$ cat src/rtl/hilo_mult_ctrl_if.sv
// hilo_mult_ctrl_if: decode-side bundle for the Hi/Lo multiply sequencer
// master (decode) drives Start/Signal/dataA/dataB; slave (sequencer) drives HiOut/LoOut/Busy/Done/Stall
interface hilo_mult_ctrl_if #(parameter int WIDTH = 32);
  logic             Start;
  logic [5:0]       Signal;
  logic [WIDTH-1:0] dataA;
  logic [WIDTH-1:0] dataB;
  logic [WIDTH-1:0] HiOut;
  logic [WIDTH-1:0] LoOut;
  logic             Busy;
  logic             Done;
  logic             Stall;
  modport master (output Start, Signal, dataA, dataB, input HiOut, LoOut, Busy, Done, Stall);
  modport slave (input Start, Signal, dataA, dataB, output HiOut, LoOut, Busy, Done, Stall);
endinterface

$ cat src/rtl/hilo_mult_ctrl.sv
// hilo_mult_ctrl: shift-add multiply sequencer owning the Hi/Lo register pair
// clk, reset (sync, active-high); bus.slave: Start/Signal/dataA/dataB in, HiOut/LoOut/Busy/Done/Stall out
// Optional MULT_SIGNED_EN: also accept signed MULT via magnitude multiply and final negation
module hilo_mult_ctrl #(parameter int WIDTH = 32) (
  input logic clk,
  input logic reset,
  hilo_mult_ctrl_if.slave bus
);
  localparam int CW = WIDTH > 1 ? $clog2(WIDTH) : 1;
  localparam logic [5:0] F_MULTU = 6'b011001, F_MULT = 6'b011000, F_MFHI = 6'b010000, F_MFLO = 6'b010010;
  typedef enum logic [1:0] {IDLE, MUL, DONE} state_t;
  state_t             r_state, w_next;
  logic [WIDTH-1:0]   r_mcand, r_hi, r_lo, w_opa, w_opb;
  logic [2*WIDTH-1:0] r_p, w_p_next, w_prod;
  logic [CW-1:0]      r_cnt;
  logic [WIDTH:0]     w_sum;
  logic               w_is_mult, w_is_mul, w_accept, w_last;
`ifdef MULT_SIGNED_EN
  logic r_sign;
  assign w_is_mult = bus.Signal == F_MULT;
  assign w_opa     = (w_is_mult && bus.dataA[WIDTH-1]) ? ~bus.dataA + 1'b1 : bus.dataA;
  assign w_opb     = (w_is_mult && bus.dataB[WIDTH-1]) ? ~bus.dataB + 1'b1 : bus.dataB;
  assign w_prod    = r_sign ? ~w_p_next + 1'b1 : w_p_next;
`else
  assign w_is_mult = 1'b0;
  assign w_opa     = bus.dataA;
  assign w_opb     = bus.dataB;
  assign w_prod    = w_p_next;
`endif
  assign w_is_mul  = bus.Signal == F_MULTU || w_is_mult;
  assign w_accept  = bus.Start && w_is_mul && r_state != MUL;
  assign w_last    = r_cnt == CW'(WIDTH - 1);
  // carry out of the add becomes the new top bit as P shifts right
  assign w_sum     = {1'b0, r_p[2*WIDTH-1:WIDTH]} + ({(WIDTH+1){r_p[0]}} & {1'b0, r_mcand});
  assign w_p_next  = {w_sum, r_p[WIDTH-1:1]};
  assign bus.HiOut = r_hi;
  assign bus.LoOut = r_lo;
  assign bus.Busy  = r_state == MUL;
  assign bus.Done  = r_state == DONE;
  assign bus.Stall = bus.Start && bus.Busy && (w_is_mul || bus.Signal == F_MFHI || bus.Signal == F_MFLO);
  always_comb begin
    w_next = r_state;
    w_next = r_state == MUL ? (w_last ? DONE : MUL) : (w_accept ? MUL : IDLE);
  end
  always_ff @(posedge clk) begin
    if (reset) begin
      r_state <= IDLE;
      r_mcand <= '0;
      r_p     <= '0;
      r_cnt   <= '0;
      r_hi    <= '0;
      r_lo    <= '0;
`ifdef MULT_SIGNED_EN
      r_sign  <= 1'b0;
`endif
    end else begin
      r_state <= w_next;
      if (w_accept) begin
        r_mcand <= w_opa;
        r_p     <= {{WIDTH{1'b0}}, w_opb};
        r_cnt   <= '0;
`ifdef MULT_SIGNED_EN
        r_sign  <= w_is_mult && (bus.dataA[WIDTH-1] ^ bus.dataB[WIDTH-1]);
`endif
      end else if (r_state == MUL) begin
        r_p   <= w_p_next;
        r_cnt <= r_cnt + 1'b1;
        if (w_last) begin
          r_hi <= w_prod[2*WIDTH-1:WIDTH];
          r_lo <= w_prod[WIDTH-1:0];
        end
      end
    end
  end
endmodule

$ cat src/flat_wrapper.sv
// flat-port wrapper written by rule: the top's interface ports become plain ports
module hilo_mult_ctrl_flat 
#(parameter int WIDTH = 32)
  (clk, reset, bus_Start, bus_Signal, bus_dataA, bus_dataB, bus_HiOut, bus_LoOut, bus_Busy, bus_Done, bus_Stall);
  hilo_mult_ctrl_if #(.WIDTH(WIDTH)) bus_i ();
  input logic clk;
  input logic reset;
  input wire logic [$bits(bus_i.Start)-1:0] bus_Start;
  input wire logic [$bits(bus_i.Signal)-1:0] bus_Signal;
  input wire logic [$bits(bus_i.dataA)-1:0] bus_dataA;
  input wire logic [$bits(bus_i.dataB)-1:0] bus_dataB;
  output wire logic [$bits(bus_i.HiOut)-1:0] bus_HiOut;
  output wire logic [$bits(bus_i.LoOut)-1:0] bus_LoOut;
  output wire logic [$bits(bus_i.Busy)-1:0] bus_Busy;
  output wire logic [$bits(bus_i.Done)-1:0] bus_Done;
  output wire logic [$bits(bus_i.Stall)-1:0] bus_Stall;
  assign bus_i.Start = bus_Start;
  assign bus_i.Signal = bus_Signal;
  assign bus_i.dataA = bus_dataA;
  assign bus_i.dataB = bus_dataB;
  assign bus_HiOut = bus_i.HiOut;
  assign bus_LoOut = bus_i.LoOut;
  assign bus_Busy = bus_i.Busy;
  assign bus_Done = bus_i.Done;
  assign bus_Stall = bus_i.Stall;
  hilo_mult_ctrl #(.WIDTH(WIDTH)) u_core (.clk(clk), .reset(reset), .bus(bus_i));
endmodule
$ cat config.mk
export PLATFORM = sky130hd
export DESIGN_NAME = hilo_mult_ctrl_flat
export DESIGN_NICKNAME = d
export VERILOG_FILES = /design/src/rtl/hilo_mult_ctrl_if.sv /design/src/rtl/hilo_mult_ctrl.sv /design/src/flat_wrapper.sv
export SDC_FILE = /design/constraint.sdc
export NUM_CORES = 1
export LEC_CHECK = 0
export BUFFER_PORTS_ARGS = -buffer_cell sky130_fd_sc_hd__buf_2
export CORE_ASPECT_RATIO = 0.9
export CORE_MARGIN = 2
export CORE_UTILIZATION = 50
export DETAILED_ROUTE_END_ITERATION = 12
export PLACE_DENSITY = 0.7
export SYNTH_ARGS = -nofsm -noshare
export SYNTH_HDL_FRONTEND = slang
export SYNTH_SLANG_ARGS = --single-unit
export TNS_END_PERCENT = 5
$ cat constraint.sdc
create_clock -name clk -period 3.7 [get_ports clk]
set_input_delay 0.74 -clock clk [delete_from_list [all_inputs] [get_ports clk]]
set_output_delay 0.74 -clock clk [all_outputs]
set_load 0.005 [all_outputs]
-- After elaboration in Yosys (flattened, before gate mapping)
Cells that the tools add are included.
- muxes and demuxes: 5
- equal/unequal tests: 7
- reductions and logical operators: 9
- bitwise logic cells: 2
- add/subtract/negate cells: 2
- operators by type and width (kind ; number):
    $mux W32 ; 2
    $add A32 B33 Y33 ; 1
    $and A33 B32 Y33 ; 1
    $eq A6 B5 Y1 const B ; 3
    $add A5 B1 Y5 const B ; 1
    $eq A5 B5 Y1 const B ; 1
    $logic_and A1 B1 Y1 ; 4
    $mux W2 ; 2
    $reduce_and A3 Y1 ; 1
    $eq A2 B1 Y1 const B ; 1
    $eq A2 B2 Y1 const B ; 1
    $logic_or A1 B1 Y1 ; 2
    $ne A2 B1 Y1 const B ; 1
    $reduce_bool A2 Y1 ; 1
    $reduce_or A2 Y1 ; 1
    $mux W1 ; 1
    $not A1 Y1 ; 1
- output and inout bits: 67
- logic and storage cells: 32
- bits in registers: 167
- bits of input ports: 73

-- Longest topological paths before layout
Gate-level depths: netlist (run 1).
- depth in word-level cells: 5
- gate-level depth with buffers: 12

-- Worst setup path after synthesis (run 1)
OpenSTA, ideal clock, no wires.
- kind: reg2reg
- from: reg u_core.r_p[0]
- to: reg u_core.r_hi[30] (netlist: u_core.bus.HiOut[30])
- stages on the path, launching flop included: 12
- slack: 1.123 ns
- clock period less this slack: 2.577 ns
- data required time: 3.566 ns
- path buffers: 2
- arrival time: 2.443 ns
- cell sequence: dfxtp_1 > clkbuf_1 > and2_1 > ha_1 > clkbuf_1 > a211oi_1 > a21bo_2 > a31o_2 > a21o_2 > and2_4 > nor4_2 > a2111oi_2
- longest elaborated chain between the ends: 2
- ends and longest elaborated chain (what ; RTL line ; text):
    start, declared ; hilo_mult_ctrl.sv:14 ; logic [2*WIDTH-1:0] r_p, w_p_next, w_prod;
    start signal, assigned ; hilo_mult_ctrl.sv:60 ; r_p <= {{WIDTH{1'b0}}, w_opb};
    start signal, assigned ; hilo_mult_ctrl.sv:66 ; r_p <= w_p_next;
    $and A33 B32 Y33 ; hilo_mult_ctrl.sv:34 ; assign w_sum = {1'b0, r_p[2*WIDTH-1:WIDTH]} + ({(WIDTH+1){r_p[0]}} & {1'b0, r_mcand});
    $add A32 B33 Y33 ; hilo_mult_ctrl.sv:34 ;
    end signal, assigned ; hilo_mult_ctrl.sv:69 ; r_hi <= w_prod[2*WIDTH-1:WIDTH];
    end, declared ; hilo_mult_ctrl.sv:13 ; logic [WIDTH-1:0] r_mcand, r_hi, r_lo, w_opa, w_opb;
Every way passes these cells.
A chain may end at the register's enable or synchronous reset.

-- Final worst setup path (run 1)
- from: reg u_core.r_p[0]
- to: reg u_core.r_p[51]
- longest elaborated chain between the ends: 2
- ends and longest elaborated chain (what ; RTL line):
    $and A33 B32 Y33 ; hilo_mult_ctrl.sv:34
    $add A32 B33 Y33 ; hilo_mult_ctrl.sv:34
Every way passes these cells.

==> results of run 1 <==
[worst min-delay path, delay by kind of cell, from the launching register on]
family | cells | cell delay [ns]
AO/OA/AOI/OAI | 1 | 0.05
flip-flops | 1 | 0.30
AND/OR/NAND/NOR | 1 | 0.05
[cells by family after synthesis]
family / count (synthesis) / share of synthesized area (%)
compound gates: 279 / 21.3
mux: 34 / 4.12
simple gates: 398 / 21.3
buf+inv: 85 / 4.11
xor+xnor: 31 / 3.29
fa+ha+maj: 35 / 5.40
flops: 167 / 40.5
[synthesized netlist by cell type, types with 9 or more instances]
| cell type | n |
|---|---|
| a211oi_1 | 46 |
| a21o_1 | 16 |
| a21oi_1 | 137 |
| and2_1 | 41 |
| buf_2 | 10 |
| clkbuf_1 | 56 |
| dfxtp_1 | 167 |
| ha_1 | 34 |
| inv_1 | 9 |
| mux2i_1 | 34 |
| nand2_1 | 222 |
| nand3_1 | 23 |
| nand4_1 | 10 |
| nor2_1 | 70 |
| o21ai_0 | 27 |
| xnor2_1 | 19 |
| xor2_1 | 12 |
[state kept, by name (all words and copies together) (netlist names)]
signal,flops
u_core.r_cnt,5
u_core.r_p,64
u_core.r_mcand,32
u_core.bus.HiOut,32
u_core.r_state,2
u_core.bus.LoOut,32
[how the worst max path moves through the flow]
stage          cells past startpoint                  startpoint  slack (ns)                           endpoint
5_1_grt                           12  u_core.r_p[0]$_SDFFE_PP0P_        0.34  u_core.bus.HiOut[27]$_SDFFE_PP0P_
2_1_floorplan                     11  u_core.r_p[0]$_SDFFE_PP0P_        1.12  u_core.bus.HiOut[30]$_SDFFE_PP0P_
6_report                          11  u_core.r_p[0]$_SDFFE_PP0P_        0.61        u_core.r_p[51]$_SDFFE_PP0P_
3_3_place_gp                      11  u_core.r_p[0]$_SDFFE_PP0P_        0.74        u_core.r_p[51]$_SDFFE_PP0P_
3_5_place_dp                      11  u_core.r_p[0]$_SDFFE_PP0P_        0.65  u_core.bus.HiOut[19]$_SDFFE_PP0P_
4_1_cts                           11  u_core.r_p[0]$_SDFFE_PP0P_        0.63        u_core.r_p[51]$_SDFFE_PP0P_
[layout by cell type, fill, tap and decap left out, types with 16 or more instances in the layout]
cell type  instances
nor2_1            70
xnor2_1           19
o21ai_0           27
a211oi_1          46
nand3_1           23
buf_2            138
a21oi_1          137
buf_4             17
dfxtp_1          167
a21o_1            16
mux2i_1           34
clkbuf_16         17
nand2_1          221
and2_1            40
ha_1              34
[power by group through the flow]
stage          Sequential, mW  Combinational (mW)  Clock [mW]
3_3_place_gp             1.85              0.0991           0
3_5_place_dp             1.85              0.0991           0
6_report                 1.81              0.0996        1.80
2_1_floorplan            1.85              0.0455           0
5_1_grt                  1.81               0.110        1.92
4_1_cts                  1.81              0.0996        1.84
[cell type report]
type	count	area [um^2]	share of cell area (%)
well taps	207	259	2.68
clock inverters	14	166	1.72
flip-flops and latches	167	3340	34.6
inverters	10	37.5	0.389
clock buffers	17	425	4.40
repair buffers	156	838	8.68
multi-input cells	777	4590	47.5
[metal layers]
metal  vias up  routed length, um  track usage, %
met5         -                  0               0
met2       217               9520            38.7
met4         0                379            9.92
li1       3769                  -               -
met3        26                952            3.19
met1      3408              10100            34.2
==> reports/metrics.yaml, run 1 <==
finalMaxSlewViolations: 0
worst-path-buf-inv: 1
tns_ns: 0
ff2ff_setup_slack_ns: 0.61
worst-slew-pin-transition_ns: 0.857
fp.dieH_um: 126
wl_per_cell_um: 15.5
leakage_nw: 3.93
yosysSeqAreaShare_pct: 40.5
endpoint_kind: "flip-flop"
cts_tree: "yes"
grt_pass1_vias: 7051
antennaDiodeCount: 0
htreeDepth: 4
switching_power_mw: 0.858
start_util_pct: 51.2
place_inst: 1317
min_path_cells: 2
ys_types: 64
areaGrowthSynthToFinish_pct: 17.0
gp_congestion: 0.917
dr.pass1.iters: 6
worstHoldStart: "u_core.bus.HiOut[28]$_SDFFE_PP0P_"
syn_inst: 1029
avgSynthCellArea_um2: 8.02
synth_nets: 1137
status: "finished clean"
antenna_found_initial: 0
cts_buffers: 17
path_common_cell: "a211oi_1"
yosys_warnings: 0
p_seq_share_pct: 48.7
final_cells: 1348
async_reset_ff_share_pct: 0
pre_cts_slack_ns: 0.651
finalSetupViolCount: 0
grt_pass1_wl_um: 35500
critPathMaxFanout: 33
placed_area_um2: 9070
worst_r2r_path_depth: 11
final_nets: 1237
fin_skew_ns: 0.0112
finalInstanceArea_um2: 9660
hold_class: "reg -> reg"
insertion_delay_ns: 0.44
whs_ns: 0.449
cp_slowest_stage_delay_ns: 0.45
intPower_mw: 2.85
hold_buffers: 0
fillers: 1494
synth_seq_cells: 167
fin_crit_ns: 3.09
clockPowerShare_pct: 48.6
worstReg2RegStart: "u_core.r_p[0]$_SDFFE_PP0P_"
drt_wl_total_um: 20900
critPathSlowestCell: "a211oi_1"
grt_use_total_pct: 24.5
holdPathEnd: "u_core.bus.HiOut[28]$_SDFFE_PP0P_"
clk_path_buf_depth: 2
powerDensity_nw_per_um2: 384
drive_above_1_share_pct: 18.4
cts.clk_slew.worst_paths_ns: 0.07
io_pins: 140
cp.arrival_ns: 3.45
grt_max_degree: 84
final_antenna_net_count: 0
critPathRequiredTime_ns: 4.06
rsz0062_at_grt: "no"
relSlewSlack_pct: 42.7
dieWidth_um: 139
vias: 7420
fp.coreArea_um2: 16100
finalPower_mw: 3.71
worstPathCellList: "buf_4 > and2_1 > ha_1 > fa_1 > a21oi_1 > o21ai_0 > a211oi_1 > o21ai_2 > a21bo_2 > xnor2_1 > a211oi_1"
cts_sinks: 167
switching_share_pct: 23.1
overflow: 0
dieArea_um2: 17600
cts_setup_buffers: 0
r2r-end: "u_core.r_p[51]$_SDFFE_PP0P_"
rows: 44
hpwl_um: 14300
routed_via_density: 5.50
utilization_pct: 59.9
setup_slack_ns: 0.609
cp-start-kind: "flip-flop"
ys.flop_type: "dfxtp_1"
ctsResizeCount: 0
drc_errors: 0
min_period_over_period_pct: 83.5
synth_top_area_cell: "dfxtp_1"
finalHoldViolations: 0
netlist_area_um2: 8260
max-cap-violations: 0
drt_iter0_markers: 533
cts_root_buffer: "clkbuf_16"
yosys-top-cells-area: "dfxtp_1, nand2_1, a21oi_1"
synth_top_area_share_pct: 40.5
comb_power_share_pct: 2.7
synth_edf_count: 0
peakVddDrop_uv: 335
worstSetupPathType: "reg -> reg"
portBuffers: 139
cp_top_family: "compound AO/OA/AOI/OAI gates"
fmax_ghz: 0.324
Power figures use the tool's default switching activity.
==> inputs of run 2 (changes only) <==
--- a/config.mk
+++ b/config.mk
@@ -5,6 +5,7 @@
 export SDC_FILE = /design/constraint.sdc
 export NUM_CORES = 1
 export LEC_CHECK = 0
+export ABC_AREA = 1
 export BUFFER_PORTS_ARGS = -buffer_cell sky130_fd_sc_hd__buf_2
 export CORE_ASPECT_RATIO = 0.9
 export CORE_MARGIN = 2
==> constraint.sdc (replaced) <==
create_clock -name clk -period 2.95 [get_ports clk]
set_input_delay 0.59 -clock clk [delete_from_list [all_inputs] [get_ports clk]]
set_output_delay 0.59 -clock clk [all_outputs]
set_load 0.005 [all_outputs]
==> run 2 against run 1 <==
  * Clock power increased by 34%
  * Register-to-register slack barely moved
  * Global-route usage rose by 1.5 points
  * First-iteration DRC count is 20% higher
  * Setup slack lost 0.012 ns
  * Total power increased by 30%
  * Core utilization rose by 0.32 points
  * Critical path depth increased by 5
  * Cell count rose by 27%
  * Critical path type unchanged
  * Largest power group is now the clock network
==> reports/metrics.yaml, run 2 <==
grt_pass1_wl_um: 38400  # +8.4%
synth_seq_cells: 167  # unchanged
yosysSeqAreaShare_pct: 38.3  # -2.2 points
comb_power_share_pct: 2.9  # +0.2 points
avgSynthCellArea_um2: 6.48  # -19%
drive_above_1_share_pct: 13.5  # -4.9 points
gp_congestion: 0.937  # +2.2%
ys_types: 35  # -45%
async_reset_ff_share_pct: 0  # unchanged
dieArea_um2: 18500  # +5.5%
overflow: 0  # unchanged
ctsResizeCount: 0  # unchanged
setup_slack_ns: 0.597  # -0.0123 ns
pre_cts_slack_ns: 0.643  # -0.00792 ns
portBuffers: 139  # unchanged
worstPathCellList: "buf_4 > nand2_1 > inv_1 > fa_1 > nand3_1 > nand3_2 > nand2_1 > nand2_1 > nand2_1 > nand2_2 > nand2_1 > nand2_1 > nand2_1 > nand3_1 > nand2_1 > inv_1"
cp-start-kind: "flip-flop"
critPathSlowestCell: "fa_1"
ys.flop_type: "dfxtp_1"
ff2ff_setup_slack_ns: 0.60  # about the same
synth_top_area_cell: "dfxtp_1"
fin_crit_ns: 2.35  # -0.738 ns
synth_edf_count: 0  # unchanged
status: "finished clean"
drt_wl_total_um: 23400  # +12%
switching_share_pct: 24.6  # +1.5 points
cts_buffers: 17  # unchanged
antenna_found_initial: 0  # unchanged
yosys_warnings: 0  # unchanged
yosys-top-cells-count: "nand2_1, inv_1, dfxtp_1"
dieWidth_um: 143  # +2.7%
fmax_ghz: 0.425  # +31%
fp.coreArea_um2: 17000  # +5.4%
grt_pass1_vias: 8008  # +14%
drc_errors: 0  # unchanged
cp.arrival_ns: 2.69  # -0.76 ns
grt_max_degree: 65  # -23%
final_antenna_net_count: 0  # unchanged
cts.clk_slew.worst_paths_ns: 0.08  # about the same
multi_input_area_um2: 4330  # -5.6%
largest_reg_flops: 64  # unchanged
critPathRequiredTime_ns: 3.29  # -0.77 ns
wl_per_cell_um: 13.6  # -12%
min_period_over_period_pct: 79.8  # -3.8 points
cts_tree: "yes"
utilization_pct: 60.2  # +0.32 points
synth_top_area_share_pct: 38.3  # -2.2 points
rows: 45  # +2.3%
start_util_pct: 51.3  # +0.13 points
max-cap-violations: 0  # unchanged
p_seq_share_pct: 47.0  # -1.7 points
finalHoldViolations: 0  # unchanged
placed_area_um2: 9590  # +5.7%
finalMaxSlewViolations: 0  # unchanged
final_common_cell: "nand2_1"
grt_use_total_pct: 26.1  # +1.5 points
finalInstanceArea_um2: 10200  # +6.0%
fin_skew_ns: 0.0142  # +0.00300 ns
path_common_cell: "nand2_1"
relSlewSlack_pct: 23.1  # -20 points
switching_power_mw: 1.18  # +38%
antennaDiodeCount: 0  # unchanged
peakVddDrop_uv: 367  # +9.5%
drt_iter0_markers: 638  # +20%
seqCellArea_um2: 3340  # unchanged
worst-slew-pin-transition_ns: 1.15  # +0.294 ns
io_pins: 140  # unchanged
insertion_delay_ns: 0.44  # about the same
yosys-top-cells-area: "dfxtp_1, nand2_1, inv_1"
cp_top_family: "simple AND/OR/NAND/NOR gates"
synth.most_common_cell: "nand2_1"
fp.dieH_um: 129  # +2.7%
cts_sinks: 167  # unchanged
cp_slowest_stage_delay_ns: 0.46  # about the same
hold_class: "in -> reg"
hold_buffers: 0  # unchanged
leakage_nw: 5.74  # +46%
worst-path-buf-inv: 3  # +2
routed_via_density: 4.96  # -9.9%
worstSetupPathType: "reg -> reg"
syn_inst: 1346  # +31%
critPathMaxFanout: 20  # -39%
clockPowerShare_pct: 50.1  # +1.5 points
powerDensity_nw_per_um2: 470  # +23%
hpwl_um: 16500  # +15%
final_cell_mix: "nand2_1, inv_1, dfxtp_1"
synth_nets: 1454  # +28%
final_nets: 1575  # +27%
top_register: "u_core.r_p"
cts_root_buffer: "clkbuf_16"
whs_ns: 0.369  # -0.0801 ns
fillers: 1669  # +12%
intPower_mw: 3.63  # +27%
rsz0062_at_grt: "no"
tns_ns: 0  # unchanged
vias: 8503  # +15%
netlist_area_um2: 8720  # +5.7%
clk_path_buf_depth: 2  # unchanged
finalSetupViolCount: 0  # unchanged
dr.pass1.iters: 5  # -1
endpoint_kind: "flip-flop"
htreeDepth: 4  # unchanged
areaGrowthSynthToFinish_pct: 17.4
cts_setup_buffers: 0  # unchanged
## run 2: cell types whose count changed in the layout (fill, tap and decap cells not counted), moves of 22 or more
cell,before,now
nand2_1,221,480
inv_1,9,209
a21oi_1,137,28
nor2_1,70,165
a211oi_1,46,0
and2_1,40,2
mux2i_1,34,0
o21ai_0,27,53
a22o_1,1,23
## run 2: final cells by class
| cell class | count | area share, % |
|---|---|---|
| clock buffer | 17 | 4.15 |
| clock inverter | 15 | 2.21 |
| inverter | 214 | 7.87 |
| multi-input combinational | 916 | 42.3 |
| sequential | 167 | 32.7 |
| tap | 235 | 2.87 |
| timing repair buffer | 151 | 7.92 |
## run 2: logic make-up (layout without fill, tap and decap cells)
family,Yosys count,after routing,synth area share [%]
adders and majority gates,35,35,5.11
buffers and inverters,263,397,12.1
DFF,167,167,38.3
AOI/OAI and AO/OA,152,152,10.6
and+or+nand+nor,711,711,32.1
xor gates and xnor gates,18,18,1.81
## run 2: path summary, 6_finish.rpt
path | startpoint | endpoint | depth (start not counted)
max | u_core.r_p[0]$_SDFFE_PP0P_ | u_core.r_p[55]$_SDFFE_PP0P_ | 16
min | bus_dataA[3] | u_core.r_mcand[3]$_SDFFE_PP0P_ | 3
max reg2reg | u_core.r_p[0]$_SDFFE_PP0P_ | u_core.r_p[55]$_SDFFE_PP0P_ | 16
min reg2reg | u_core.bus.HiOut[21]$_SDFFE_PP0P_ | u_core.bus.HiOut[21]$_SDFFE_PP0P_ | 2
## run 2: power by group through the flow
stage	logic, mW	registers [mW]	clock network (mW)
3_3_place_gp	0.138	2.32	0
2_1_floorplan	0.0672	2.32	0
3_5_place_dp	0.138	2.32	0
6_report	0.138	2.27	2.41
4_1_cts	0.138	2.27	2.45
5_1_grt	0.152	2.27	2.54
## run 2: metrics by stage
stage	cells	total power, mW
after floorplan	1346	2.38
after global placement	1683	2.46
after detailed placement	1683	2.46
after CTS	1715	4.86
after global routing	1715	4.96
final	1715	4.82
## run 2: worst register-to-register path, cell delays in order, from the launching register on
cell	delay, ns
dfxtp_1	0.33
buf_4	0.21
nand2_1	0.09
inv_1	0.06
fa_1	0.46
nand3_1	0.13
nand3_2	0.12
nand2_1	0.08
nand2_1	0.09
nand2_1	0.09
nand2_2	0.07
nand2_1	0.10
nand2_1	0.09
nand2_1	0.08
nand3_1	0.11
nand2_1	0.09
inv_1	0.04
## run 2: routing by layer
| layer | part of all wire (%) | wire (um) | GRT usage, % |
|---|---|---|---|
| met5 | 0 | 0 | 0 |
| met4 | 1.9 | 433 | 7.55 |
| met3 | 5.8 | 1350 | 5.06 |
| met2 | 45 | 10500 | 41.8 |
| met1 | 48 | 11100 | 35.9 |
